**config.mk**
```make
export PLATFORM = sky130hd
export DESIGN_NAME = mac_feeder
export DESIGN_NICKNAME = d
export VERILOG_FILES = /design/src/rtl/mac_feeder_pkg.sv /design/src/rtl/mac_feeder_addr_gen.sv /design/src/rtl/mac_feeder.sv
export SDC_FILE = /design/constraint.sdc
export NUM_CORES = 1
export LEC_CHECK = 0
export CORE_MARGIN = 4
export CORE_UTILIZATION = 45
export DETAILED_ROUTE_END_ITERATION = 12
export PLACE_DENSITY = 0.93
export SLEW_MARGIN = 20
export SYNTH_ARGS = -nofsm -noshare
export SYNTH_HDL_FRONTEND = slang
export SYNTH_SLANG_ARGS = --single-unit
```
**constraint.sdc**
```tcl
create_clock -name clk -period 8.8 [get_ports clk]
set_clock_uncertainty 0.15 [all_clocks]
set_input_delay 1.76 -clock clk [delete_from_list [all_inputs] [get_ports clk]]
set_output_delay 1.76 -clock clk [all_outputs]
set_load 0.02 [all_outputs]
```
**src/rtl/mac_feeder_pkg.sv**
```systemverilog
// Shared constants and FSM encoding for the MAC feeder sequencer.
package mac_feeder_pkg;

  localparam int DATA_BIT = 16;
  localparam int ADDR_W   = 10;
  localparam int OUT_W    = 2 * DATA_BIT + 2;

  typedef enum logic [2:0] {
    ST_IDLE    = 3'd0,
    ST_CLR     = 3'd1,
    ST_LOAD_W  = 3'd2,
    ST_LOAD_IF = 3'd3,
    ST_DRAIN   = 3'd4,
    ST_DONE    = 3'd5
  } state_t;

endpackage

```
**src/rtl/mac_feeder_addr_gen.sv**
```systemverilog
// Read-side helper: walks the weight and feature address ranges and
// tags each read so the returning data lands on the right MAC strobe.
module mac_feeder_addr_gen
  import mac_feeder_pkg::*;
(
  input  logic              clk,
  input  logic              rst,
  input  logic              rd_w,
  input  logic              rd_if,
  input  logic [ADDR_W-1:0] w_base,
  input  logic [ADDR_W-1:0] if_base,
  input  logic [ADDR_W-1:0] len,
  output logic              mem_rd_en,
  output logic [ADDR_W-1:0] mem_addr,
  output logic              last_rd,
  output logic              tag_valid,
  output logic              tag_is_w
);

  logic [ADDR_W-1:0] rd_cnt;

  // Address is base plus offset, wrapping naturally at the address width.
  always_comb begin
    mem_rd_en = rd_w | rd_if;
    mem_addr  = '0;
    last_rd   = 1'b0;
    if (rd_w) begin
      mem_addr = w_base + rd_cnt;
      last_rd  = (rd_cnt == ADDR_W'(2));
    end else if (rd_if) begin
      mem_addr = if_base + rd_cnt;
      last_rd  = (rd_cnt == len - ADDR_W'(1));
    end
  end

  // Offset counter restarts at zero at the end of each read phase.
  always_ff @(posedge clk) begin
    if (rst) begin
      rd_cnt <= '0;
    end else if (mem_rd_en && !last_rd) begin
      rd_cnt <= rd_cnt + ADDR_W'(1);
    end else begin
      rd_cnt <= '0;
    end
  end

  // One-cycle tag matching the memory latency: marks whether next
  // cycle's read data is a weight or a feature.
  always_ff @(posedge clk) begin
    if (rst) begin
      tag_valid <= 1'b0;
      tag_is_w  <= 1'b0;
    end else begin
      tag_valid <= mem_rd_en;
      tag_is_w  <= rd_w;
    end
  end

endmodule

```
**src/rtl/mac_feeder.sv**
```systemverilog
// Sequencer feeding weights and features from SRAM into the 3-tap MAC
// and forwarding each full-window MAC sum as an indexed result.
module mac_feeder
  import mac_feeder_pkg::*;
(
  input  logic                clk,
  input  logic                rst,
  input  logic                start,
  input  logic [ADDR_W-1:0]   len,
  input  logic [ADDR_W-1:0]   w_base,
  input  logic [ADDR_W-1:0]   if_base,
  output logic                busy,
  output logic                done,
  output logic                mem_rd_en,
  output logic [ADDR_W-1:0]   mem_addr,
  input  logic [DATA_BIT-1:0] mem_rdata,
  output logic                mac_clear,
  output logic                mac_w_w,
  output logic [DATA_BIT-1:0] mac_w_in,
  output logic                mac_if_w,
  output logic [DATA_BIT-1:0] mac_if_in,
  input  logic [OUT_W-1:0]    mac_out,
  output logic                res_valid,
  output logic [OUT_W-1:0]    res_data,
  output logic [ADDR_W-1:0]   res_idx
);

  state_t            state;
  state_t            state_nxt;
  logic              accept;
  logic              rd_w;
  logic              rd_if;
  logic              last_rd;
  logic              tag_valid;
  logic              tag_is_w;
  logic [ADDR_W-1:0] len_q;
  logic [ADDR_W-1:0] w_base_q;
  logic [ADDR_W-1:0] if_base_q;
  logic [ADDR_W-1:0] if_cnt;

  assign accept = (state == ST_IDLE) && start;
  assign rd_w   = (state == ST_LOAD_W);
  assign rd_if  = (state == ST_LOAD_IF);

  mac_feeder_addr_gen u_addr_gen (
    .clk       (clk),
    .rst       (rst),
    .rd_w      (rd_w),
    .rd_if     (rd_if),
    .w_base    (w_base_q),
    .if_base   (if_base_q),
    .len       (len_q),
    .mem_rd_en (mem_rd_en),
    .mem_addr  (mem_addr),
    .last_rd   (last_rd),
    .tag_valid (tag_valid),
    .tag_is_w  (tag_is_w)
  );

  // Job parameters are captured only when a start is accepted in IDLE.
  always_ff @(posedge clk) begin
    if (rst) begin
      len_q     <= '0;
      w_base_q  <= '0;
      if_base_q <= '0;
    end else if (accept) begin
      len_q     <= len;
      w_base_q  <= w_base;
      if_base_q <= if_base;
    end
  end

  // State register.
  always_ff @(posedge clk) begin
    if (rst) state <= ST_IDLE;
    else     state <= state_nxt;
  end

  // Next state and control outputs; too-short jobs skip straight to DONE.
  always_comb begin
    state_nxt = state;
    busy      = 1'b0;
    done      = 1'b0;
    mac_clear = 1'b0;
    case (state)
      ST_IDLE: begin
        if (start) state_nxt = (len < ADDR_W'(3)) ? ST_DONE : ST_CLR;
      end
      ST_CLR: begin
        busy      = 1'b1;
        mac_clear = 1'b1;
        state_nxt = ST_LOAD_W;
      end
      ST_LOAD_W: begin
        busy = 1'b1;
        if (last_rd) state_nxt = ST_LOAD_IF;
      end
      ST_LOAD_IF: begin
        busy = 1'b1;
        if (last_rd) state_nxt = ST_DRAIN;
      end
      ST_DRAIN: begin
        busy = 1'b1;
        if (!tag_valid) state_nxt = ST_DONE;
      end
      ST_DONE: begin
        busy      = 1'b1;
        done      = 1'b1;
        state_nxt = ST_IDLE;
      end
      default: state_nxt = ST_IDLE;
    endcase
  end

  // Strobes follow the tagged read data; data buses are quiet when idle.
  always_comb begin
    mac_w_w   = tag_valid && tag_is_w;
    mac_if_w  = tag_valid && !tag_is_w;
    mac_w_in  = mac_w_w  ? mem_rdata : '0;
    mac_if_in = mac_if_w ? mem_rdata : '0;
    res_data  = res_valid ? mac_out : '0;
  end

  // Counts feature writes; from the third one on, the MAC window is full
  // and next cycle's mac_out is a result for index (count - 2).
  always_ff @(posedge clk) begin
    if (rst || state == ST_CLR) begin
      if_cnt    <= '0;
      res_valid <= 1'b0;
      res_idx   <= '0;
    end else begin
      res_valid <= mac_if_w && (if_cnt >= ADDR_W'(2));
      res_idx   <= (mac_if_w && (if_cnt >= ADDR_W'(2))) ? if_cnt - ADDR_W'(2) : '0;
      if (mac_if_w) if_cnt <= if_cnt + ADDR_W'(1);
    end
  end

endmodule

```
Word level (Yosys, flattened, before mapping) --
Index checks and enable logic that the tools add are counted.
Operators by class: add/subtract/negate cells 6, multiply operators 0, divide/modulo/power cells 0, order comparisons 2, equal/unequal tests 11, shifts and indexed selects 0, mux-type cells 16, bitwise logic cells 3, reduce and logical (&&, ||, !) cells 13
Operator list (count):
- $mux W34 | 1
- $mux W16 | 2
- $add A10 B1 Y10 const B | 2
- $add A10 B10 Y10 | 2
- $mux W10 | 2
- $mux W3 | 5
- $pmux W3 S5 | 1
- $eq A10 B10 Y1 | 1
- $eq A10 B2 Y1 const B | 1
- $ge A10 B2 Y1 const B | 1
- $lt A10 B2 Y1 const B | 1
- $sub A10 B1 Y10 const B | 1
- $sub A10 B2 Y10 const B | 1
- $ne A2 B2 Y1 const B | 4
- $eq A3 B2 Y1 const B | 2
- $eq A3 B3 Y1 const B | 2
- $logic_and A1 B1 Y1 | 5
- $mux W1 | 5
- $reduce_or A5 Y1 | 1
- $reduce_and A4 Y1 | 1
- $reduce_or A2 Y1 | 2
- $eq A3 B1 Y1 const B | 1
- $logic_not A3 Y1 | 1
- $logic_not A1 Y1 | 2
- 3 further kinds | 4
Storage, ports and cells: register bits 66, bits in latches 0, RAM bits 0, ROM bits 0, output and inout bits 93, word-level logic and storage cells 61, memories 0

Depth between registers and ports, before layout --
depth in word-level cells 8, depth in mapped cells 10, gate-level depth less buffers 9

By module --
From an unflattened synthesis, not the netlist that was laid out.
Second synthesis, totals: cells, all modules 567, area total of the unflattened synthesis 4451.8 um2
By module, submodules not included:
- mac_feeder | times used 1, cells each 349, area an instance 2722.6 um2
- mac_feeder_addr_gen | times used 1, cells each 218, area an instance 1729.2 um2

Worst setup path after synthesis --
No wires, ideal clock.
path type register to output, start point reg u_addr_gen.rd_cnt[0], end point out mem_addr[8], arrival time 2303 ps, setup slack 4587 ps, stages on the path, launching flop included 9, buffers on the path 0, path through dfxtp_1 -> ha_1 -> fa_1 -> a21o_1 -> a21oi_1 -> o21ai_0 -> o41ai_1 -> mux2_2 -> o211ai_1
On the way: word-level cells in the longest chain between the ends 3, elaborated cells on any way between the ends 4, those cells by class add/sub: 2; mux: 2
Ends and longest elaborated chain:
- from (decl) | line mac_feeder_addr_gen.sv:20 | logic [ADDR_W-1:0] rd_cnt;
- from (signal assigned) | line mac_feeder_addr_gen.sv:41 | rd_cnt <= rd_cnt + ADDR_W'(1);
- $add A10 B10 Y10 | line mac_feeder_addr_gen.sv:31 | mem_addr = if_base + rd_cnt;
- $mux W10 | line mac_feeder_addr_gen.sv:30 | end else if (rd_if) begin
- $mux W10 * | line mac_feeder_addr_gen.sv:27 | if (rd_w) begin
- to (decl) | line mac_feeder.sv:15 | output logic [ADDR_W-1:0] mem_addr,
Mark *: on every way between the ends. The rest lies on a longest branch, timed or not.

Worst setup path after layout --
Same ends and word-level chain as after synthesis.

==> reports/qor.json <==
{
  "dr_vias_cell": 5.36,
  "fp.coreArea_sq_um": 9680,
  "layout_common_cells": "175 x sky130_fd_sc_hd__clkdlybuf4s50_1, 80 x sky130_fd_sc_hd__nand2_1, 66 x sky130_fd_sc_hd__dfxtp_1",
  "clockRootBuffer": "sky130_fd_sc_hd__clkbuf_8",
  "clock_latency_on_the_worst_skew_pair_ns": 0.35,
  "synth_nets": 672,
  "first_global_vias": 4405,
  "finalSetupTns_ns": 0,
  "grt_start_max_net_pins": 38,
  "crit_path_start": "u_addr_gen.rd_cnt[0]$_SDFF_PP0_",
  "avgSynthCellArea_sq_um": 7.92,
  "r2r-end": "state[2]$_SDFFE_PP0P_",
  "power_switching_share_pct": 30.7,
  "timing.hold.worst.start": "w_base_q[6]$_SDFFE_PP0P_",
  "netlist_area_sq_um": 4450,
  "vias": 4568,
  "worst_hold_path_type": "flip-flop to flip-flop",
  "required_worst_endpoint_ns": 6.89,
  "synthArstFlopShare_pct": 0,
  "timing.final.max_slew_violations": 0,
  "worst_path_largest_cell_delay_ns": 0.65,
  "clkSinkCount": 66,
  "grt.overflow.total": 0,
  "pwr-share-comb_pct": 21.0,
  "die_ar_sq_um": 11500,
  "groute.usage.overall_pct": 22.2,
  "row_count": 36,
  "max_slew_margin_pct": 31.7,
  "drive_gt1_share_pct": 6.54,
  "portBuffers": 175,
  "wire_length_of_the_first_global_routing_pass_mm": 20.8,
  "clock.fmax_mhz": 187,
  "diodes": 0,
  "timing.reg2reg.worst_path_depth": 8,
  "postCtsResizedCells": 0,
  "fill_cells": 778,
  "die_y_um": 107,
  "timing.critical_path.buf_inv": 1,
  "ioPinCount": 176,
  "ys.flop_type": "sky130_fd_sc_hd__dfxtp_1",
  "mostFrequentLayoutCell": "sky130_fd_sc_hd__clkdlybuf4s50_1",
  "detail-route-antenna-nets": 0,
  "area_growth_syn_to_layout_pct": 43.4,
  "status": "finished, final reports clean",
  "hpwl_after_detailed_placement_mm": 10.4,
  "max_slew.worst_pin.slew_ns": 1.02,
  "total_power_mw": 0.710,
  "numCtsBuffers": 9,
  "cts_tree": "yes",
  "worstHoldPathCells": 2,
  "antenna_violations_before_repair": 0,
  "fin_cells": 852,
  "clock_power_share_pct": 32.7,
  "static-leakage-power_nw": 2.53,
  "starting_density_pct": 46.0,
  "syn_inst": 562,
  "cts.path.max_buffers": 2,
  "p_int_mw": 0.492,
  "fin_nets": 824,
  "gpl.final_weighted_congestion": 0.867,
  "crit_slowest_cell": "sky130_fd_sc_hd__clkdlybuf4s50_1",
  "synthesis.yosys.warnings": 0,
  "cp_class": "flip-flop to output pin",
  "synth_edf_count": 0,
  "r2r_setup_slack_ns": 5.76,
  "post-place-cells": 836,
  "timing.critical_path.max_delay_family": "compound AO/OA/AOI/OAI gates",
  "ir_worst_vdd_uv": 81.1,
  "cp-start-kind": "flip-flop",
  "cts_hold_buffers": 0,
  "p_per_area_nw_per_um2": 111,
  "detailedRoute.firstPassIterationCount": 4,
  "unique_masters_post_synth": 62,
  "wl_per_cell_um": 15.7,
  "min_tclk_post_route_ns": 5.36,
  "regToRegStartpoint": "len_q[0]$_SDFFE_PP0P_",
  "fin_crit_sh_pct": 60.9,
  "worstHoldEndpoint": "w_base_q[6]$_SDFFE_PP0P_",
  "drc": 0,
  "synth_seq_cells": 66,
  "portion_of_the_post_synthesis_area_used_by_sequential_elements_pct": 29.7,
  "crit_chain": "ha_1 -> fa_1 -> a21o_1 -> a21oi_1 -> o21ai_0 -> o41ai_1 -> mux2_2 -> o211ai_1 -> clkdlybuf4s50_1",
  "netSwitchingPower_mw": 0.218,
  "crit_cells": 9,
  "clk_pin_slew_ns": 0.07,
  "unrepaired_setup_endpoints_after_global_routing": "no",
  "finalHoldViolations": 0,
  "power.sequential.fraction_pct": 46.3,
  "die_w_um": 107,
  "timing.max_cap.violations": 0,
  "worst_setup_path_end_kind": "output pin",
  "dr_iter_0_viols": 424,
  "ctsHtreeMaxLevel": 3,
  "crit_path_max_fanout": 7,
  "post-cts-setup-buffer-count": 0,
  "critPathArrivalTime_ns": 3.45,
  "totalWireLength_mm": 13.4,
  "setup_viol": 0
}
[synthesized netlist by cell type (all sizes together), types with 3 or more instances]
cell,number,area share (%)
nand2,81,7.0
xnor2,21,4.1
mux2i,4,0.90
nand3,5,0.56
o21a,5,0.84
buf,9,1.8
a31oi,3,0.42
nor3,25,4.2
a211oi,8,1.5
dfxtp,66,30
ha,25,7.0
and2,54,7.6
nand2b,4,0.73
nand4,6,0.84
nand3b,6,1.0
and3,18,2.5
nor2b,3,0.42
or3,5,0.70
o21ai,15,1.8
nor2,45,3.8
a21oi,47,5.4
nor4,8,1.3
a21o,4,0.67
xor2,23,4.5
clkbuf,27,2.3
inv,14,1.2
or2,3,0.42
[worst register-to-register path, stage by stage, from the launching register on]
cell and delay [ns]:
sky130_fd_sc_hd__dfxtp_1 0.53, sky130_fd_sc_hd__inv_1 0.08, sky130_fd_sc_hd__ha_1 0.30, sky130_fd_sc_hd__and2_4 0.20
sky130_fd_sc_hd__o21a_1 0.19, sky130_fd_sc_hd__o31ai_2 0.21, sky130_fd_sc_hd__nand4_1 0.17, sky130_fd_sc_hd__nor4b_4 0.93
sky130_fd_sc_hd__o21a_1 0.23
[final cells by class]
cell class,count,area [sq um],area share (%)
multi-input cells,445,2880,45.1
repair buffers,177,1770,27.7
flip-flops and latches,66,1320,20.7
well taps,133,166,2.61
clock buffers,9,124,1.94
inverters,15,68.8,1.08
clock inverters,7,53.8,0.843
[per-layer routing]
| layer | vias to the layer above | track usage, % | share of wire (%) |
|---|---|---|---|
| met5 | - | 0 | 0 |
| met4 | 0 | 10.0 | 3.3 |
| met3 | 33 | 4.50 | 7.3 |
| met2 | 197 | 41.3 | 51 |
| met1 | 2106 | 24.1 | 39 |
| li1 | 2232 | - | - |
[worst max path at each step]
| stage | to | slack [ns] |
|---|---|---|
| 3_3_place_gp | res_data[7] | 3.85 |
| 3_5_place_dp | mem_addr[8] | 3.84 |
| 6_report | mem_addr[8] | 3.44 |
| 2_1_floorplan | mem_addr[8] | 4.59 |
| 5_1_grt | mem_addr[8] | 3.31 |
| 4_1_cts | mem_addr[8] | 3.45 |
[registers in the layout (all words and copies together) (netlist names)]
| signal | flops |
|---|---|
| res_idx | 10 |
| if_cnt | 10 |
| len_q | 10 |
| if_base_q | 10 |
| state | 3 |
| u_addr_gen.tag_is_w | 1 |
| u_addr_gen.rd_cnt | 10 |
| res_valid | 1 |
| u_addr_gen.tag_valid | 1 |
| w_base_q | 10 |
[stage by stage]
stage | utilization, % | hold slack [ns] | cell area [sq um] | setup slack [ns]
2_1_floorplan | - | 0.290 | 4450 | 4.59
3_3_place_gp | 64.1 | 0.300 | 6200 | 3.85
3_5_place_dp | 64.1 | 0.302 | 6200 | 3.84
4_1_cts | 65.9 | 0.313 | 6380 | 3.45
5_1_grt | 65.9 | 0.329 | 6380 | 3.31
6_report | 65.9 | 0.313 | 6380 | 3.44
[logic make-up after synthesis]
group                      count (synthesis)  synth area share, %
xor gates and xnor gates                  44                 8.66
adders and majority gates                 27                 7.93
and+or+nand+nor                          270                 32.9
muxes                                      5                 1.15
buffers and inverters                     51                 5.59
AOI/OAI and AO/OA                         99                 14.1
DFF                                       66                 29.7
[power groups by stage]
stage / registers, mW / logic (mW) / clock network [mW]
after detailed placement: 0.335 / 0.148 / 0
final: 0.329 / 0.149 / 0.232
after floorplan: 0.326 / 0.0909 / 0
after global routing: 0.331 / 0.163 / 0.247
after CTS: 0.329 / 0.149 / 0.234
after global placement: 0.334 / 0.143 / 0
(Power assumes the default switching activity.)
